File: config.mk
export PLATFORM = sky130hd
export DESIGN_NAME = mem_stage
export DESIGN_NICKNAME = d
export VERILOG_FILES = /design/src/rtl/mem_stage.sv
export SDC_FILE = /design/constraint.sdc
export NUM_CORES = 1
export LEC_CHECK = 0
export CAP_MARGIN = 40
export CORE_UTILIZATION = 37
export DETAILED_ROUTE_END_ITERATION = 8
export GPL_ROUTABILITY_DRIVEN = 0
export MAX_ROUTING_LAYER = met4
export PLACE_DENSITY = 0.81
export SLEW_MARGIN = 20
export SYNTH_ARGS = -nofsm -noshare
export SYNTH_HDL_FRONTEND = slang
export SYNTH_SLANG_ARGS = --single-unit
File: constraint.sdc
create_clock -name clk -period 3.1 [get_ports clk]
set_input_delay 0.62 -clock clk [delete_from_list [all_inputs] [get_ports clk]]
set_output_delay 0.62 -clock clk [all_outputs]
set_load 0.01 [all_outputs]
File: src/rtl/mem_stage.sv
// MEM stage of the 8-bit pipelined core: data-memory req/ack handshake with
// timeout abort, upstream stall, branch/jump redirect and the MEM/WB register.
module mem_stage #(
    parameter int TIMEOUT = 15
) (
    input  logic        clk,
    input  logic        reset,
    input  logic [7:0]  MEM_aluout,
    input  logic [7:0]  MEM_read_data2,
    input  logic [31:0] MEM_reg_write_addr,
    input  logic [31:0] MEM_branch_addr,
    input  logic [31:0] MEM_jump_addr,
    input  logic        MEM_zr,
    input  logic        MEM_Branch,
    input  logic        MEM_BranchFlip,
    input  logic        MEM_MemRead,
    input  logic        MEM_MemWrite,
    input  logic        MEM_Jump,
    input  logic        MEM_RegWrite,
    input  logic        MEM_MemtoReg,
    output logic        dmem_req,
    output logic        dmem_we,
    output logic [7:0]  dmem_addr,
    output logic [7:0]  dmem_wdata,
    input  logic [7:0]  dmem_rdata,
    input  logic        dmem_ack,
    output logic        stall,
    output logic        pc_sel,
    output logic [31:0] pc_target,
    output logic        mem_err,
    output logic [7:0]  WB_aluout,
    output logic [7:0]  WB_mem_data,
    output logic [31:0] WB_reg_write_addr,
    output logic        WB_RegWrite,
    output logic        WB_MemtoReg
);

    typedef enum logic [1:0] {S_IDLE, S_ACCESS, S_DONE} state_t;

    localparam logic [7:0] LP_LAST = 8'(TIMEOUT - 1);

    state_t     r_state;
    logic [7:0] r_count;
    logic [7:0] r_rdata;
    logic       r_abort;

    logic w_mem_op;
    logic w_stall;
    logic w_branch_taken;
    logic w_in_done;

    assign w_mem_op       = MEM_MemRead | MEM_MemWrite;
    assign w_in_done      = (r_state == S_DONE);
    // Reset also releases the upstream pipeline, even if a memory op is still presented.
    assign w_stall        = !reset && ((r_state == S_IDLE && w_mem_op) || r_state == S_ACCESS);
    assign stall          = w_stall;
    assign w_branch_taken = MEM_Branch & (MEM_zr ^ MEM_BranchFlip);

    // NOTE: every variable assigned in always_comb gets a default first, so no latch is inferred.
    always_comb begin
        pc_sel    = 1'b0;
        pc_target = '0;
        if (!w_stall) begin
            if (MEM_Jump) begin
                pc_sel    = 1'b1;
                pc_target = MEM_jump_addr;
            end else if (w_branch_taken) begin
                pc_sel    = 1'b1;
                pc_target = MEM_branch_addr;
            end
        end
    end

    // NOTE: sequential state uses non-blocking assignments only, so every register sees pre-edge values.
    always_ff @(posedge clk or posedge reset) begin
        if (reset) begin
            r_state           <= S_IDLE;
            r_count           <= '0;
            r_rdata           <= '0;
            r_abort           <= 1'b0;
            dmem_req          <= 1'b0;
            dmem_we           <= 1'b0;
            dmem_addr         <= '0;
            dmem_wdata        <= '0;
            mem_err           <= 1'b0;
            WB_aluout         <= '0;
            WB_mem_data       <= '0;
            WB_reg_write_addr <= '0;
            WB_RegWrite       <= 1'b0;
            WB_MemtoReg       <= 1'b0;
        end else begin
            mem_err <= 1'b0;
            case (r_state)
                S_IDLE: begin
                    if (w_mem_op) begin
                        r_state    <= S_ACCESS;
                        r_count    <= '0;
                        r_rdata    <= '0;
                        r_abort    <= 1'b0;
                        dmem_req   <= 1'b1;
                        dmem_we    <= MEM_MemWrite;
                        dmem_addr  <= MEM_aluout;
                        dmem_wdata <= MEM_read_data2;
                    end
                end
                S_ACCESS: begin
                    // An ack on the final allowed cycle still completes the access.
                    if (dmem_ack) begin
                        r_rdata  <= dmem_we ? 8'h00 : dmem_rdata;
                        dmem_req <= 1'b0;
                        r_state  <= S_DONE;
                    end else if (r_count == LP_LAST) begin
                        r_rdata  <= '0;
                        r_abort  <= 1'b1;
                        mem_err  <= 1'b1;
                        dmem_req <= 1'b0;
                        r_state  <= S_DONE;
                    end else begin
                        r_count <= r_count + 8'd1;
                    end
                end
                S_DONE:  r_state <= S_IDLE;
                default: r_state <= S_IDLE;
            endcase

            if (w_stall) begin
                WB_aluout         <= '0;
                WB_mem_data       <= '0;
                WB_reg_write_addr <= '0;
                WB_RegWrite       <= 1'b0;
                WB_MemtoReg       <= 1'b0;
            end else begin
                WB_aluout         <= MEM_aluout;
                WB_mem_data       <= (w_in_done && MEM_MemRead) ? r_rdata : 8'h00;
                WB_reg_write_addr <= MEM_reg_write_addr;
                WB_RegWrite       <= MEM_RegWrite & ~(w_in_done & r_abort);
                WB_MemtoReg       <= MEM_MemtoReg;
            end
        end
    end

endmodule

After elaboration in Yosys (flattened, before gate mapping). Index checks and enable logic that the tools add are counted.

Add/subtract/negate cells: 1. Bitwise logic cells: 6. Multiplexer cells: 35. Eq/ne operators: 8. Reductions and logical operators: 12.

Operator list (number): 32-bit two-way mux (4); 8-bit two-way mux (9); 8-bit case mux with 2 select lines (2); 1-bit two-way mux (14); 8-bit by 1-bit adder with 8-bit output, second input constant (1); 8-bit by 4-bit equality test with 1-bit output, second input constant (1); 4-bit AND reduction (2); 2-bit two-way mux (3); 2-bit != test, second input constant (3); 1-bit case mux with 2 select lines (2); 2-bit case mux with 2 select lines (1); 2-bit AND reduction (2); 1-bit AND (3); 1-bit logical AND (3); 3-bit by 2-bit != test with 1-bit output, second input constant (1); 3-bit AND reduction (1); 2-bit by 1-bit equality test with 1-bit output, second input constant (1); 2-bit equality test, second input constant (1); 2-bit logical NOT (1); 2-bit by 1-bit != test with 1-bit output, second input constant (1); 2-bit nonzero test (1); 1-bit logical NOT (1); 1-bit logical OR (1); 1-bit NOT (1); 2 further kinds (2).

Logic and storage cells: 76. Bits in registers: 88. Output and inout port bits: 103.

Logic depth before layout (Yosys ltp). Gate-level depths: netlist of the first run.

Word-level depth: 5. Mapped depth: 7. Mapped depth without buffers: 6.

Worst setup path before layout of the first run. OpenSTA, ideal clock, no wires.

Path type: input-to-output. Start: input reset. End: output pc_target[22]. Arrival: 1.665 ns. Setup slack: 0.815 ns. Stages on the path: 5. Cell sequence: or3_1 -> clkbuf_1 -> nand2_1 -> buf_1 -> nor2_1.

Word-level cells in the longest chain between the ends: 3.

RTL lines: start, declared (RTL line 7) `input logic reset,`; 1-bit logical NOT (no source line); 1-bit logical AND (RTL line 55) `assign w_stall = !reset && ((r_state == S_IDLE && w_mem_op) || r_state == S_ACCESS);`; 32-bit two-way mux (RTL line 63) `if (!w_stall) begin`; end, declared (RTL line 29) `output logic [31:0] pc_target,`.

No other way between the ends.

Worst setup path in the final report of the first run.
Start: input MEM_MemWrite. End: output stall.

Word-level cells in the longest chain between the ends: 4.

RTL lines: start, declared (RTL line 17) `input logic MEM_MemWrite,`; 1-bit OR (RTL line 52) `assign w_mem_op = MEM_MemRead | MEM_MemWrite;`; 1-bit logical AND (RTL line 55); 1-bit logical OR (RTL line 55); 1-bit logical AND (RTL line 55); end, declared (RTL line 27) `output logic stall,`.

No other way between the ends.

==> results.ini, run 1 <==
[synthesis]
synth_area_sq_mm=0.00366
synth_warnings=0
synth_fa_ha_area_frac=0.00683
ys_types=37
synth_top_cell_by_area=dfrtp_1
synth_ff_type=dfrtp_1
synth_area_per_cell_sq_um=10.9
synth-compound-area-share=0.0458
yosysMostFrequentCell=dfrtp_1
ys_top_cells_by_count=dfrtp_1 (88), nand2_1 (56), and2_1 (50)
synth_top_area_frac=0.601
synthTopCellsByArea=dfrtp_1 (60%), mux2i_1 (9.6%), and2_1 (8.5%)
synth_xor_area_frac=0.00239
synthArstFlopShare=1.00
yosysSeqAreaShare=0.601
synth_simple_gate_area_share=0.219
synth-edff-count=0
synth_top_family_by_area=simple AND/OR/NAND/NOR gates
synth-seq-cells=88
synthMuxAreaShare=0.0997
synthCells=335
synth_nets=468

[layout]
post-route-util=0.701
stdcell_area_sq_mm=0.00660
num_antenna_cells=0
n_fill_cell=704
syn_to_final_growth_pct=80.2
drive_gt1_frac=0.0706
nNetsFinal=709

[timing]
slew_headroom=0.488
finalWorstSetupSlack_ns=0.0289
skew_ns=0.0124
maxSlewViolCount=0
rsz0062_at_grt=yes
setup_viol=0
final.min_clock_period_ns=3.07
hold_viol=0
post-route-period-util=0.991
holdWs_ns=0.478
worst_pin_slew_ns=0.763
clock.fmax_ghz=0.326

[worst_hold_path]
hp-start=dmem_wdata[2]
whs_endpoint=dmem_wdata[2]
min_path_cells=2
hold_class=flop to flop

[pwr]
p_per_area_mw_per_mm2=617
vdd_drop_max_mv=0.243
p_leak_uw=0.00335
p_total_uw=4070

[routing]
via_per_inst=4.66
drc_errors=0
drt_iter0_markers=60
drtAntennaViolNets=0
drt_pass1_iterations=4
wire_per_inst_microns=16.0
wl_microns=11400
num_vias=3312

[placement]
dp_slack_ns=-0.177
place_area_sq_mm=0.00623
hpwlAfterDp_microns=8900
port_buffers=233

[flow_run]
drv_cap=0

[setup_path]
critPathKind=primary input to primary output
worstReg2RegStart=r_count[0]
r2r-end=r_count[1]
setup.worst_path.end_class=primary output
required_ns=2.48
cp.arrival_ns=2.45
r2r_setup_slack_ns=1.17
setup.worst_path.start=MEM_MemWrite
critPathLaunchType=primary input
cp_max_fo=12
reg2regPathDepth=6

[clock_tree]
clk_path_buf_depth=2
cts_tree=done
insertion_delay_ns=0.35
htreeDepth=3
clk_pin_slew_worst_paths_ns=0.08
clock-sinks=88
root_buffer=clkbuf_8
numCtsBuffers=9
ctsHoldBuffers=0
post-cts-setup-buffers=0

[global_routing]
grtUsageTotal=0.220
grt_pass1_wl_microns=16400
grt_max_degree=38
first_global_vias=3459
overflow=0
antenna_found_initial=0

[die]
rows=35
start_util=0.389
core_area_sq_mm=0.00942
die_area_sq_mm=0.0103
ios=234
die_y_microns=102
die_w_microns=102

[run_status]
outcome=completed

state kept, by name (all words and copies together), names as in the netlist:
register and count:
r_state 2, WB_mem_data 8, mem_err 1, dmem_addr 8
r_rdata 8, dmem_req 1, WB_reg_write_addr 32, r_abort 1
r_count 8, WB_aluout 8, dmem_we 1, WB_MemtoReg 1
WB_RegWrite 1, dmem_wdata 8
report_power, final:
part	switching (uW)	internal (uW)
registers	132	1400
logic	690	822
clock network	406	625
cell type report:
class / count / area (sq um) / share of cell area
Timing Repair Buffer: 249 / 2550 / 0.387
Sequential cell: 88 / 2200 / 0.334
Multi-Input combinational cell: 223 / 1390 / 0.211
Tap cell: 129 / 161 / 0.0245
Clock inverter: 7 / 146 / 0.0222
Clock buffer: 9 / 124 / 0.0188
Inverter: 5 / 20.0 / 0.00303
through the flow:
stage,TNS (ns),cells
3_5_place_dp,-4.02,693
5_1_grt,-0.0474,710
6_report,0,710
4_1_cts,0,709
2_1_floorplan,0,335
3_3_place_gp,-2.52,692
cell usage in the layout (no fill, tap or decap), types with 2 or more instances in the layout:
cell	netlist	layout
dlygate4sd2_1	0	8
o21ai_0	3	2
clkbuf_8	0	9
and3b_1	2	2
mux2i_1	35	35
o21ai_1	2	2
a32o_1	8	8
and2_1	50	50
nand2_1	56	55
dfrtp_1	88	88
dlymetal6s2s_1	0	25
bufinv_16	0	4
nor2b_1	2	2
o21a_1	3	3
buf_4	0	12
inv_6	0	3
inv_1	4	3
ha_1	2	2
nor2_1	36	36
a31oi_1	2	2
buf_12	0	3
nand4_1	3	3
clkdlybuf4s50_1	0	199
kinds of logic (layout without fill, tap and decap cells):
family          after synthesis  count (layout)
flops                        88              88
xor+xnor                      1               1
compound gates               21              21
simple gates                163             163
fa+ha+maj                     2               2
mux                          36              36
buf+inv                      24             270
layer usage:
layer	global-route usage	vias to the layer above	share of wire
met5	-	-	0
met4	0.0870	0	0.034
met3	0.0476	24	0.059
met2	0.409	144	0.55
met1	0.222	1565	0.36
li1	-	1579	-
worst max-delay path, cell delays in order:
cell,delay [ns]
clkdlybuf4s50_1,0.52
nor3_2,0.07
or3_4,0.44
buf_4,0.21
inv_1,0.06
clkdlybuf4s50_1,0.52
how the worst max path moves through the flow:
stage | to | slack, ns | cells past startpoint
floorplan | WB_MemtoReg | 0.20 | 1
global placement | pc_target[21] | -0.12 | 7
detailed placement | pc_target[26] | -0.18 | 7
CTS | pc_target[1] | 0.0008 | 7
global route | stall | -0.05 | 6
finish | stall | 0.03 | 6
what timing repair did:
item / CTS / global route
gates cloned: 0 / 1
setup endpoints to repair: 34 / 25
resized for setup: 9 / 28
pin swaps: 0 / 1
Note: power is estimated with default switching activity, not from simulation.
==> inputs of run 2 (changes only) <==
Settings changed: CORE_ASPECT_RATIO set to 1.75.
==> run 2 against run 1 <==
Net effect:
- critical path depth is 1 higher
- final cell count fell by 1.7%
- cell area shrank 1.7%
- clock power about the same
- via count rose by 0.21%
- critical endpoint is now pc_target[24]
- sequential power about the same
- combinational power hardly changed
- highest routed layer unchanged
- wire length decreased by 6.8%
- global-route usage fell by 0.37 points
- hold slack got worse by 0.0055 ns
==> results.ini, run 2 (same netlist as run 1, synthesis figures left out) <==
[die]
die_w_microns=77.2
die_y_microns=134
die_area_sq_mm=0.0103
start_util=0.385
core_area_sq_mm=0.00953
ios=234
rows=47

[setup_path]
cp_max_fo=31
critPathLaunchType=primary input
cp.arrival_ns=2.40
required_ns=2.48
setup.worst_path.end_class=primary output
critPathKind=primary input to primary output

[placement]
hpwlAfterDp_microns=8380
dp_slack_ns=0.0172
port_buffers=233

[clock_tree]
cts_resized=0
cts_tree=done
clk_path_buf_depth=2
root_buffer=clkbuf_16
htreeDepth=3
clock-sinks=88
clk_pin_slew_worst_paths_ns=0.06
insertion_delay_ns=0.33
ctsHoldBuffers=0
numCtsBuffers=9
post-cts-setup-buffers=0

[timing]
skew_ns=0.00698
worst_pin_slew_ns=0.691
hold_viol=0
finalWorstSetupSlack_ns=0.0778
post-route-period-util=0.975
clock.fmax_ghz=0.331
maxSlewViolCount=0
rsz0062_at_grt=no
setup_viol=0
slew_headroom=0.536
fin_setup_tns_ns=0
final.min_clock_period_ns=3.02

[pwr]
p_per_area_mw_per_mm2=627
p_total_uw=4070
vdd_drop_max_mv=0.431
p_leak_uw=0.00292

[global_routing]
grt_pass1_wl_microns=16200
first_global_vias=3429
grt_max_degree=71
antenna_found_initial=0
grtUsageTotal=0.216
overflow=0

[routing]
drt_iter0_markers=108
num_vias=3319
wl_microns=10600
drc_errors=0
drtAntennaViolNets=0
drt_pass1_iterations=4
via_per_inst=4.76
wire_per_inst_microns=15.2

[worst_hold_path]
hold_class=flop to flop

[layout]
largest_reg_flops=32
final_common_cell=clkdlybuf4s50_1
post-route-util=0.681
nNetsFinal=704
drive_gt1_frac=0.0590
syn_to_final_growth_pct=77.1
final_cell_mix=clkdlybuf4s50_1 (232), dfrtp_1 (88), nand2_1 (55)
num_antenna_cells=0
n_fill_cell=754
largest_register=WB_reg_write_addr

[flow_run]
drv_cap=0

[run_status]
outcome=completed

[run 2: report_power, final]
| part | switching, uW | internal [uW] |
|---|---|---|
| Clock | 429 | 628 |
| Combinational | 661 | 821 |
| Sequential | 131 | 1400 |
| Total | 1220 | 2850 |
[run 2: final cells by class]
cell class / instances / area, sq um / area share
clock inverters: 6 / 67.6 / 0.0104
repair buffers: 244 / 2430 / 0.375
clock buffers: 10 / 229 / 0.0353
inverters: 5 / 20.0 / 0.00309
flip-flops and latches: 88 / 2200 / 0.339
multi-input cells: 223 / 1380 / 0.213
well taps: 122 / 153 / 0.0235
[run 2: worst paths after layout]
kind | slack, ns | from | to | cells past startpoint
max in group asynchronous | 1.83 | reset | WB_reg_write_addr[8] | 3
min | 0.47 | dmem_addr[4] | dmem_addr[4] | 2
max reg2reg | 1.19 | r_count[0] | r_count[1] | 6
max | 0.08 | MEM_MemWrite | pc_target[24] | 7
min in group asynchronous | 0.62 | reset | r_count[7] | 2
min reg2reg | 0.47 | dmem_addr[4] | dmem_addr[4] | 2
[run 2: metrics by stage]
stage / instances / hold slack [ns] / cell area [sq um]
after global placement: 682 / 0.458 / 6180
final: 698 / 0.473 / 6490
after detailed placement: 682 / 0.462 / 6180
after floorplan: 335 / 0.440 / 3660
after global routing: 698 / 0.497 / 6490
after CTS: 698 / 0.477 / 6480
[run 2: critical path, stage by stage]
cell and delay, ns:
clkdlybuf4s50_1 0.50, nor3_1 0.07, or3_4 0.35, nand2_2 0.10, buf_12 0.18, nor2_1 0.06
clkdlybuf4s50_1 0.49
[run 2: metal layers]
layer / global-route usage / up-vias / share of wire
met3: 0.0500 / 19 / 0.069
met1: 0.210 / 1549 / 0.35
li1: - / 1571 / -
met2: 0.397 / 180 / 0.55
met5: - / - / 0
met4: 0.0996 / 0 / 0.025
